[config.mk]
export PLATFORM = sky130hd
export DESIGN_NAME = button_conditioner
export DESIGN_NICKNAME = d
export VERILOG_FILES = /design/src/rtl/button_conditioner.sv
export SDC_FILE = /design/constraint.sdc
export NUM_CORES = 1
export LEC_CHECK = 0
export ABC_AREA = 0
export CAP_MARGIN = 20
export CORE_UTILIZATION = 50
export CTS_CLUSTER_DIAMETER = 30
export DETAILED_ROUTE_END_ITERATION = 6
export PLACE_DENSITY = 0.65
export RECOVER_POWER = 100
export SETUP_SLACK_MARGIN = 0.5
export SLEW_MARGIN = 20
export SYNTH_ARGS = -nofsm -noshare
export SYNTH_HDL_FRONTEND = slang
export SYNTH_SLANG_ARGS = --single-unit
[constraint.sdc]
create_clock -name clk -period 2.6 [get_ports clk]
set_input_delay 0.52 -clock clk [delete_from_list [all_inputs] [get_ports clk]]
set_output_delay 0.52 -clock clk [all_outputs]
set_load 0.01 [all_outputs]
[src/rtl/button_conditioner.sv]
// button_conditioner
// Conditions raw push-button pins before they are used as event triggers. Each channel gets a
// 2-FF synchroniser and a counter-based debouncer. A small FSM then produces one-cycle
// press/release pulses and, on enabled channels, hold-to-auto-repeat press ticks.
//
// Ports
//   clk          system clock
//   reset_n      synchronous active-low reset
//   btn_raw      asynchronous raw button pins, active-high
//   btn_level    debounced button level
//   btn_press    1-cycle pulse on accepted press or auto-repeat tick
//   btn_release  1-cycle pulse on accepted release
//   btn_held     high while the channel is auto-repeating
module button_conditioner #(
  parameter int unsigned       N_BTN           = 2,
  parameter int unsigned       DEBOUNCE_CYCLES = 50000,
  parameter int unsigned       REPEAT_DELAY    = 5000000,
  parameter int unsigned       REPEAT_PERIOD   = 2000000,
  parameter logic [N_BTN-1:0]  REPEAT_EN       = 2'b10
) (
  input  logic             clk,
  input  logic             reset_n,
  input  logic [N_BTN-1:0] btn_raw,
  output logic [N_BTN-1:0] btn_level,
  output logic [N_BTN-1:0] btn_press,
  output logic [N_BTN-1:0] btn_release,
  output logic [N_BTN-1:0] btn_held
);

  localparam int unsigned DW   = (DEBOUNCE_CYCLES > 2) ? $clog2(DEBOUNCE_CYCLES) : 1;
  localparam int unsigned HMAX = (REPEAT_DELAY > REPEAT_PERIOD) ? REPEAT_DELAY : REPEAT_PERIOD;
  localparam int unsigned HW   = (HMAX > 2) ? $clog2(HMAX) : 1;

  localparam logic [DW-1:0] DLAST = DW'(DEBOUNCE_CYCLES - 1);
  localparam logic [HW-1:0] RDLAST = HW'(REPEAT_DELAY - 1);
  localparam logic [HW-1:0] RPLAST = HW'(REPEAT_PERIOD - 1);

  typedef enum logic [1:0] {StIdle, StHold, StRepeat} state_e;

  for (genvar i = 0; i < N_BTN; i++) begin : g_ch
    logic          r_s1, r_s2, r_level, r_press, r_release;
    logic [DW-1:0] r_dcnt;
    logic [HW-1:0] r_hcnt, w_hcnt_d;
    state_e        r_state, w_state_d;
    logic          w_diff, w_accept, w_rise, w_fall, w_press_d, w_release_d;

    assign w_diff   = (r_s2 != r_level);
    // A level change is accepted on the last of DEBOUNCE_CYCLES consecutive differing samples.
    assign w_accept = w_diff && (r_dcnt == DLAST);
    assign w_rise   = w_accept && r_s2;
    assign w_fall   = w_accept && !r_s2;

    always_ff @(posedge clk) begin
      if (!reset_n) begin
        r_s1      <= 1'b0;
        r_s2      <= 1'b0;
        r_level   <= 1'b0;
        r_dcnt    <= '0;
        r_hcnt    <= '0;
        r_press   <= 1'b0;
        r_release <= 1'b0;
        r_state   <= StIdle;
      end else begin
        r_s1 <= btn_raw[i];
        r_s2 <= r_s1;
        if (!w_diff || w_accept) begin
          r_dcnt <= '0;
        end else begin
          r_dcnt <= r_dcnt + 1'b1;
        end
        if (w_accept) begin
          r_level <= r_s2;
        end
        r_state   <= w_state_d;
        r_hcnt    <= w_hcnt_d;
        r_press   <= w_press_d;
        r_release <= w_release_d;
      end
    end

    always_comb begin
      w_state_d   = r_state;
      w_hcnt_d    = r_hcnt;
      w_press_d   = 1'b0;
      w_release_d = 1'b0;
      case (r_state)
        StIdle: begin
          if (w_rise) begin
            w_press_d = 1'b1;
            w_hcnt_d  = '0;
            w_state_d = StHold;
          end
        end
        StHold: begin
          if (w_fall) begin
            w_release_d = 1'b1;
            w_state_d   = StIdle;
          end else if (r_hcnt == RDLAST) begin
            // Without repeat enabled the counter simply parks at its terminal value.
            if (REPEAT_EN[i]) begin
              w_press_d = 1'b1;
              w_hcnt_d  = '0;
              w_state_d = StRepeat;
            end
          end else begin
            w_hcnt_d = r_hcnt + 1'b1;
          end
        end
        StRepeat: begin
          // A fall landing on a repeat tick suppresses the tick.
          if (w_fall) begin
            w_release_d = 1'b1;
            w_state_d   = StIdle;
          end else if (r_hcnt == RPLAST) begin
            w_press_d = 1'b1;
            w_hcnt_d  = '0;
          end else begin
            w_hcnt_d = r_hcnt + 1'b1;
          end
        end
        default: w_state_d = StIdle;
      endcase
    end

    assign btn_level[i]   = r_level;
    assign btn_press[i]   = r_press;
    assign btn_release[i] = r_release;
    assign btn_held[i]    = (r_state == StRepeat);
  end

endmodule

# Yosys cells after proc, flatten, opt, wreduce, memory -nomap -nowiden

Cells that the tools add are included.

Reduce and logical (&&, ||, !) cells: 26
Multiplexer cells: 32
Bitwise gates (word level): 1
Eq/ne operators: 22
$add $sub $neg: 4

Operator list:

| cell                                                   | count |
|---|---|
| two-way mux 23 bit                                     | 10 |
| one-hot mux 23 bit (3 select lines)                    | 2 |
| adder 23 x 1 -> 23 bit (second input constant)         | 2 |
| equality test 23 x 21 -> 1 bit (second input constant) | 2 |
| equality test 23 bit (second input constant)           | 2 |
| adder 16 x 1 -> 16 bit (second input constant)         | 2 |
| equality test 16 bit (second input constant)           | 2 |
| != test 2 bit (second input constant)                  | 7 |
| two-way mux 2 bit                                      | 6 |
| two-way mux 1 bit                                      | 10 |
| OR reduction 2 bit                                     | 4 |
| logical AND 1 bit                                      | 6 |
| one-hot mux 2 bit (3 select lines)                     | 1 |
| AND reduction 2 bit                                    | 3 |
| nonzero test 3 bit                                     | 2 |
| AND reduction 5 bit                                    | 1 |
| equality test 2 x 1 -> 1 bit (second input constant)   | 2 |
| equality test 2 bit (second input constant)            | 2 |
| logical NOT 1 bit                                      | 4 |
| logical NOT 2 bit                                      | 2 |
| != test 2 x 1 -> 1 bit (second input constant)         | 2 |
| one-hot mux 2 bit (2 select lines)                     | 1 |
| AND reduction 4 bit                                    | 1 |
| != test 3 bit (second input constant)                  | 1 |
| other kinds (6)                                        | 8 |

Register bits after elaboration: 92
Word-level logic and storage cells: 101
Output and inout bits: 8

# Longest topological paths before layout

Gate-level depths: netlist of run 1.

Depth in word-level cells: 5
Depth in mapped cells: 10
Mapped depth without buffers: 8

# Least setup slack after synthesis of run 1

Ideal clock, no wire load.

Path type: register to register
From: reg g_ch[1].r_state[0]
To: reg g_ch[1].r_hcnt[5]
Arrival: 2.170 ns
Data required time: 2.483 ns
Setup slack: 0.313 ns
Stages on the path, launching flop included: 11
Clock period less this slack: 2.287 ns
Cells stage by stage: dfxtp_1 inv_1 ha_1 or2_2 a221oi_1 mux2i_2 and2_4 buf_6 buf_6 a21o_1 a22o_1

Cells in the longest elaborated chain, start to end: 3
Elaborated cells between the ends (all ways): 9
Classes of those cells: 5 x eq/ne; 1 x mux; 3 x reduce/logical

RTL lines:

| what                                                                        | line | text |
|---|---|---|
| start, declared                                                             | 44   | `state_e r_state, w_state_d;` |
| start signal, assigned                                                      | 62   | `r_state <= StIdle;` |
| start signal, assigned                                                      | 74   | `r_state <= w_state_d;` |
| equality test 2 bit (*)                                                     | n/a  |  |
| via btn_held[1]                                                             | 27   | `output logic [N_BTN-1:0] btn_held` |
| != test 2 bit (no source line) / nonzero test 3 bit (equally long branches) | n/a  |  |
| AND reduction 4 bit (no source line)                                        | n/a  |  |
| end signal, assigned                                                        | 75   | `r_hcnt <= w_hcnt_d;` |
| end, declared                                                               | 43   | `logic [HW-1:0] r_hcnt, w_hcnt_d;` |

Mark *: on every way through the listed nets, which the timed path passes. The rest lies on a longest branch.
A chain may end at the register's enable or synchronous reset.

# Final worst setup path of run 1

From: reg g_ch[1].r_dcnt[0]
To: reg g_ch[1].r_hcnt[2]

Cells in the longest elaborated chain, start to end: 5
Elaborated cells between the ends (all ways): 8
Classes of those cells: 4 x eq/ne; 4 x reduce/logical

RTL lines:

| what                                        | line   | text |
|---|---|---|
| start, declared                             | 42     | `logic [DW-1:0] r_dcnt;` |
| start signal, assigned                      | 69     | `r_dcnt <= r_dcnt + 1'b1;` |
| equality test 16 bit (*)                    | 49     | `assign w_accept = w_diff && (r_dcnt == DLAST);` |
| logical AND 1 bit (*)                       | 49     |  |
| logical AND 1 bit, on equally long branches | 51, 50 |  |
| != test 2 bit (no source line)              | n/a    |  |
| AND reduction 4 bit (no source line) (*)    | n/a    |  |

Mark *: on every way between the ends. The rest lies on a longest branch, timed or not.

==> impl_metrics.yaml, run 1 <==
clock_tree:
  cts_sinks: 68
  cts-root-buf: "clkbuf_8"
  htreeDepth: 3
  clkTransAtPathRegs_ns: 0.08
  holdBufCountCts: 0
  cts_buffers: 9
  clockBufferDepth: 2
  cts_tree: "yes"
  clock_latency_ns: 0.34
route:
  wirelength_mm: 7.768
  first_iter_violations: 166
  avgViaCountPerCell: 5.954
  drc: 4
  first_pass_iters: 6
  num_vias: 2995
  wire_per_inst_microns: 15.44
  antenna_left: 0
critical_path:
  cpMaxStageDelayCell: "mux2i_4"
  path_common_cell: "o21ai_1"
  worstPathRequired_ns: 2.87
  crit_type: "register to register"
  path_max_fanout: 8
  cp_slowest_stage_delay_ns: 0.40
  cp_data_arrival_time_ns: 2.48
  worstSetupStartpointType: "register"
  critPathCaptureType: "register"
  path_cells: "ha_1 -> and3_1 -> and4_1 -> mux2i_4 -> and2_2 -> o21ai_1 -> o21ai_1"
grt:
  grt.busiest_layer: "met2"
  grt_pass1_vias: 2719
  use_met1: 0.2890
  antenna_found_initial: 0
  grt_pass1_wl_mm: 12.83
  grt_max_degree: 17
  grt.total_usage: 0.2286
  met3_usage: 0.08063
  overflow: 0
  grtUsageMet2: 0.3621
yosys:
  ys_types: 56
  synthArstFlopShare: 0
  seq_area_frac_synth: 0.4021
  synth-edff-count: 0
  syn_inst: 396
  synth-warning-count: 0
  synth_ff_type: "dfxtp_1"
  synthesis.area_sq_um: 3386
  syn_nets: 407
  syn-mean-instance-area_sq_um: 8.550
  synth_seq_cells: 68
sta:
  rsz0062_at_grt: "no"
  tightest_slew_ns: 0.5823
  setup_viol: 0
  fmax_ghz: 0.4521
  slew_headroom: 0.6107
  hold_viol: 0
  fin_setup_tns_ns: 0
  skew_ns: 0.009092
  period_needed_ns: 2.212
  final_max_slew_viol_count: 0
  fin_crit_sh: 0.8507
cells_and_area:
  area_growth_pct: 17.59
  drive_gt1_frac: 0.1432
  final_nets: 432
  antenna_cells: 0
die:
  rows: 29
  dieArea_sq_um: 7105
  die_x_microns: 84.29
  io_pins: 12
  die_y_microns: 84.29
  start_util: 0.5242
  core_area_sq_um: 6459
power_and_ir_drop:
  clock_power_share: 0.492
  intPower_mw: 1.697
  p_per_area_nw_per_um2: 536.3
  vdd_drop_max_mv: 0.4200
  switching_share: 0.2052
  switchingPower_mw: 0.4382
  power.total_mw: 2.135
  seq_power_share: 0.489
  cellLeakagePower_nw: 1.443
  share_comb_of_total_power: 0.018
status:
  status: "finished with violations"
  violations: "DRC"
job:
  drv_cap: 0
worst_hold_path:
  hold_class: "register to register"
placement:
  port_buffers: 10
  gp_congestion: 0.8613
  place_hpwl_mm: 5.128
-- sequential cells by signal, summed over array words and instances (netlist names) --
register,count
g_ch.r_dcnt,32
g_ch.r_hcnt,23
g_ch.r_level,2
g_ch.r_press,2
g_ch.r_release,2
g_ch.r_s1,2
g_ch.r_s2,2
g_ch.r_state,3
-- synthesized netlist by cell type (8+ instances only) --
cell type   n  share of area
dfxtp_1    68           0.40
nor2_1     47          0.052
nand2_1    28          0.031
nand3_1    22          0.033
a21oi_1    17          0.025
and3_1     15          0.028
nand4_1    15          0.028
xor2_1     14          0.036
inv_1      13          0.014
o21ai_0    12          0.018
xnor2_1    12          0.031
and2_1     10          0.018
a21o_1      8          0.018
-- logic make-up after synthesis --
logic type	count (synthesis)	share of synthesized area
buffers and inverters	32	0.04952
muxes	5	0.01589
adders and majority gates	7	0.02587
AOI/OAI and AO/OA	75	0.1445
DFF	68	0.4021
xor gates and xnor gates	26	0.06726
and+or+nand+nor	182	0.2938
other	1	0.001108
-- cells in the final DEF, fill, tap and decap left out, types with 4 or more instances in the layout --
| master | n |
|---|---|
| and4_1 | 5 |
| a21oi_1 | 17 |
| nor2_1 | 47 |
| buf_4 | 19 |
| xor2_1 | 14 |
| a22o_1 | 7 |
| clkbuf_8 | 9 |
| nor4_1 | 5 |
| xnor2_1 | 12 |
| o21ai_0 | 13 |
| dlygate4sd3_1 | 7 |
| a21o_1 | 8 |
| and3_1 | 15 |
| ha_1 | 5 |
| nand2_1 | 28 |
| inv_1 | 11 |
| o22ai_1 | 4 |
| nand3_1 | 21 |
| nand4_1 | 15 |
| mux2i_1 | 4 |
| nor3_1 | 6 |
| clkbuf_1 | 4 |
| and2_1 | 8 |
| dfxtp_1 | 63 |
-- power groups by stage --
stage | clock network [mW] | registers [mW] | logic, mW
global placement | 0 | 1.07 | 0.0360
finish | 1.05 | 1.04 | 0.0392
global route | 1.13 | 1.04 | 0.0432
floorplan | 0 | 1.07 | 0.0285
CTS | 1.08 | 1.05 | 0.0393
detailed placement | 0 | 1.07 | 0.0366
-- critical path, delay by kind of cell (launching register included) --
| kind | cells | cell delay, ns |
|---|---|---|
| multiplexers | 1 | 0.40 |
| adder cells (fa/ha/maj) | 1 | 0.19 |
| flip-flops | 1 | 0.35 |
| AND/OR/NAND/NOR | 3 | 0.96 |
| AO/OA/AOI/OAI | 2 | 0.25 |
-- stage by stage --
step / area, sq um / hold WS, ns / util / setup WS [ns] / std cells
2_1_floorplan: 3397 / 0.4119 / - / 0.5245 / 396
5_1_grt: 3981 / 0.4436 / 0.6164 / 0.2540 / 503
6_report: 3981 / 0.4315 / 0.6164 / 0.3883 / 503
3_3_place_gp: 3550 / 0.4154 / 0.5496 / 0.4508 / 474
4_1_cts: 3881 / 0.4395 / 0.6009 / 0.4975 / 496
3_5_place_dp: 3550 / 0.4214 / 0.5496 / 0.3823 / 474
-- routing by layer --
| metal | share of wire | vias to the layer above |
|---|---|---|
| met2 | 0.47 | 106 |
| met3 | 0.063 | 18 |
| met4 | 0.020 | 0 |
| met1 | 0.45 | 1409 |
| met5 | 0 | - |
| li1 | - | 1462 |
-- final cells by class --
class | count | area [sq um]
multi-input combinational | 297 | 1968
clock buffer | 10 | 127.6
inverter | 13 | 48.80
tap | 77 | 96.34
clock inverter | 6 | 112.6
sequential | 68 | 1375
fill | 554 | 2477
timing repair buffer | 32 | 252.7
-- timing repair --
item / 4_1_cts / 5_1_grt
resized for setup: 9 / 23
endpoints found under the setup margin: 17 / 25
cloned: 1 / 0
buffers inserted: 5 / 6
pin swaps: 5 / 9
-- final timing paths --
path,startpoint,endpoint,slack (ns),depth (start not counted)
setup / recovery,g_ch[1].r_dcnt[0],g_ch[1].r_hcnt[2],0.39,7
hold / removal,g_ch[0].r_s1,g_ch[0].r_s2,0.43,1
setup reg to reg,g_ch[1].r_dcnt[0],g_ch[1].r_hcnt[2],0.39,7
hold reg to reg,g_ch[0].r_s1,g_ch[0].r_s2,0.43,1
No activity file was read; power rests on OpenSTA's default activity.
==> run 2, diff against run 1 <==
--- a/config.mk
+++ b/config.mk
@@ -7,6 +7,7 @@
 export LEC_CHECK = 0
 export ABC_AREA = 0
 export CAP_MARGIN = 20
+export CORE_MARGIN = 2
 export CORE_UTILIZATION = 50
 export CTS_CLUSTER_DIAMETER = 30
 export DETAILED_ROUTE_END_ITERATION = 6
==> run 2 against run 1 <==
Compared with the run above:
- the run now ends clean
- total power is 4.7% lower
- global-route usage is 2.3 points lower
- design area is 1.5% lower
- sequential share of layout area is 0.48 points higher
- wire length is 3.3% lower
- register-to-register slack hardly changed
- clock skew is 0.0029 ns lower
- combinational power hardly changed
- hold slack better by 0.0093 ns
- sequential power hardly changed
==> impl_metrics.yaml, run 2 (synthesis gave the netlist of run 1 again) <==
status:
  status: "completed"
critical_path:
  cp_slowest_stage_delay_ns: 0.41
  cpMaxStageDelayCell: "o21ai_0"
  cp_data_arrival_time_ns: 2.43
  crit_path_start: "g_ch[1].r_hcnt[0]"
  cp_num_buf_inv: 2
  rrSetupSlack_ns: 0.39
  critPathCaptureType: "register"
  r2r-start: "g_ch[1].r_hcnt[0]"
  path_max_fanout: 6
  reg2reg_to: "g_ch[1].r_hcnt[11]"
  crit_type: "register to register"
  r2r.worst_path.cells: 9
  timing.critical_path.to: "g_ch[1].r_hcnt[11]"
  cpLargestDelayFamily: "compound AO/OA/AOI/OAI gates"
  path_cells: "ha_4 -> and4_1 -> nand4_1 -> o21ai_0 -> clkbuf_1 -> a21boi_1 -> buf_4 -> a2bb2oi_1 -> o31ai_2"
  worstPathRequired_ns: 2.82
  cp.depth: 9
  worstSetupStartpointType: "register"
route:
  wirelength_mm: 7.513
  antenna_left: 0
  num_vias: 2927
  wire_per_inst_microns: 15.12
  avgViaCountPerCell: 5.889
  drc: 0
  first_iter_violations: 164
  first_pass_iters: 4
sta:
  setup_viol: 0
  hold_viol: 0
  fmax_ghz: 0.4524
  period_needed_ns: 2.210
  fin_crit_sh: 0.8502
  skew_ns: 0.006214
  final_max_slew_viol_count: 0
  fin_setup_tns_ns: 0
  tightest_slew_ns: 0.6563
  rsz0062_at_grt: "yes"
  slew_headroom: 0.5605
clock_tree:
  clockBufferDepth: 2
  cts_buffers: 9
  cts_tree: "yes"
  cts-root-buf: "clkbuf_8"
  holdBufCountCts: 0
  clkTransAtPathRegs_ns: 0.07
  cts_sinks: 68
  htreeDepth: 3
  clock_latency_ns: 0.34
die:
  dieArea_sq_um: 7446
  die_x_microns: 86.29
  start_util: 0.5242
  die_y_microns: 86.29
  rows: 29
  core_area_sq_um: 6459
  io_pins: 12
power_and_ir_drop:
  vdd_drop_max_mv: 0.2860
  seq_power_share: 0.514
  cellLeakagePower_nw: 1.402
  clock_power_share: 0.467
  p_per_area_nw_per_um2: 518.8
  switching_share: 0.2030
  intPower_mw: 1.621
  switchingPower_mw: 0.4128
  share_comb_of_total_power: 0.019
cells_and_area:
  largestRegisters: "g_ch.r_dcnt x32, g_ch.r_hcnt x23, g_ch.r_state x3"
  mostFrequentLayoutCell: "dfxtp_1"
  area_growth_pct: 15.78
  final_cell_mix: "dfxtp_1 (63), nor2_1 (47), nand2_1 (28), nand3_1 (22), a21oi_1 (17)"
  regMostFlops: "g_ch.r_dcnt"
  antenna_cells: 0
  utilization: 0.6069
  drive_gt1_frac: 0.1310
  largest_reg_flops: 32
  final_nets: 426
  fin_area_sq_um: 3920
placement:
  port_buffers: 10
  placed_cell_area_sq_um: 3558
  place_hpwl_mm: 5.166
  gp_congestion: 0.8975
worst_hold_path:
  hold_class: "register to register"
grt:
  grt_pass1_wl_mm: 12.12
  overflow: 0
  grt_max_degree: 17
  grt_pass1_vias: 2593
  grt.total_usage: 0.2054
  antenna_found_initial: 0
job:
  drv_cap: 0
[run 2: through the flow]
stage | hold WS, ns | setup slack [ns] | std cells | power (mW)
3_5_place_dp | 0.4267 | 0.3787 | 473 | 1.110
5_1_grt | 0.4655 | 0.2734 | 497 | 2.109
4_1_cts | 0.4451 | 0.4965 | 493 | 2.055
2_1_floorplan | 0.4119 | 0.5245 | 396 | 1.099
6_report | 0.4408 | 0.3895 | 497 | 2.034
3_3_place_gp | 0.4167 | 0.4496 | 472 | 1.109
[run 2: how the worst min path moves through the flow]
stage          depth (start not counted)                end  slack, ns               from
3_5_place_dp                           1       g_ch[1].r_s2       0.43       g_ch[1].r_s1
5_1_grt                                1  g_ch[0].r_dcnt[0]       0.47  g_ch[0].r_dcnt[0]
6_report                               1       g_ch[1].r_s2       0.44       g_ch[1].r_s1
2_1_floorplan                          1       g_ch[0].r_s2       0.41       g_ch[0].r_s1
3_3_place_gp                           1       g_ch[0].r_s2       0.42       g_ch[0].r_s1
4_1_cts                                1  g_ch[1].r_dcnt[0]       0.45  g_ch[1].r_dcnt[0]
[run 2: power groups by stage]
stage          sequential (mW)  combinational (mW)  clock, mW
2_1_floorplan             1.07              0.0285          0
3_3_place_gp              1.07              0.0370          0
3_5_place_dp              1.07              0.0383          0
4_1_cts                   1.05              0.0386      0.968
5_1_grt                   1.05              0.0433       1.02
6_report                  1.05              0.0391      0.949
[run 2: area by class of cell]
cell class	instances	area, sq um
Clock inverter	5	75.07
Sequential cell	68	1373
Tap cell	77	96.34
Fill cell	562	2539
Inverter	13	48.80
Clock buffer	11	141.4
Multi-Input combinational cell	296	1949
Timing Repair Buffer	27	236.5
[run 2: routing by layer]
metal  track usage  share of wire  vias to the layer above
met5             0              0                        -
met4       0.08665          0.021                        0
met3       0.04952          0.044                       15
met2        0.3228           0.47                       88
met1        0.2708           0.46                     1384
li1              -              -                     1440
[run 2: repair_timing]
item,4_1_cts,5_1_grt
buffers inserted,4,4
setup endpoints to repair,20,21
resized for setup,6,24
pin swaps,2,6
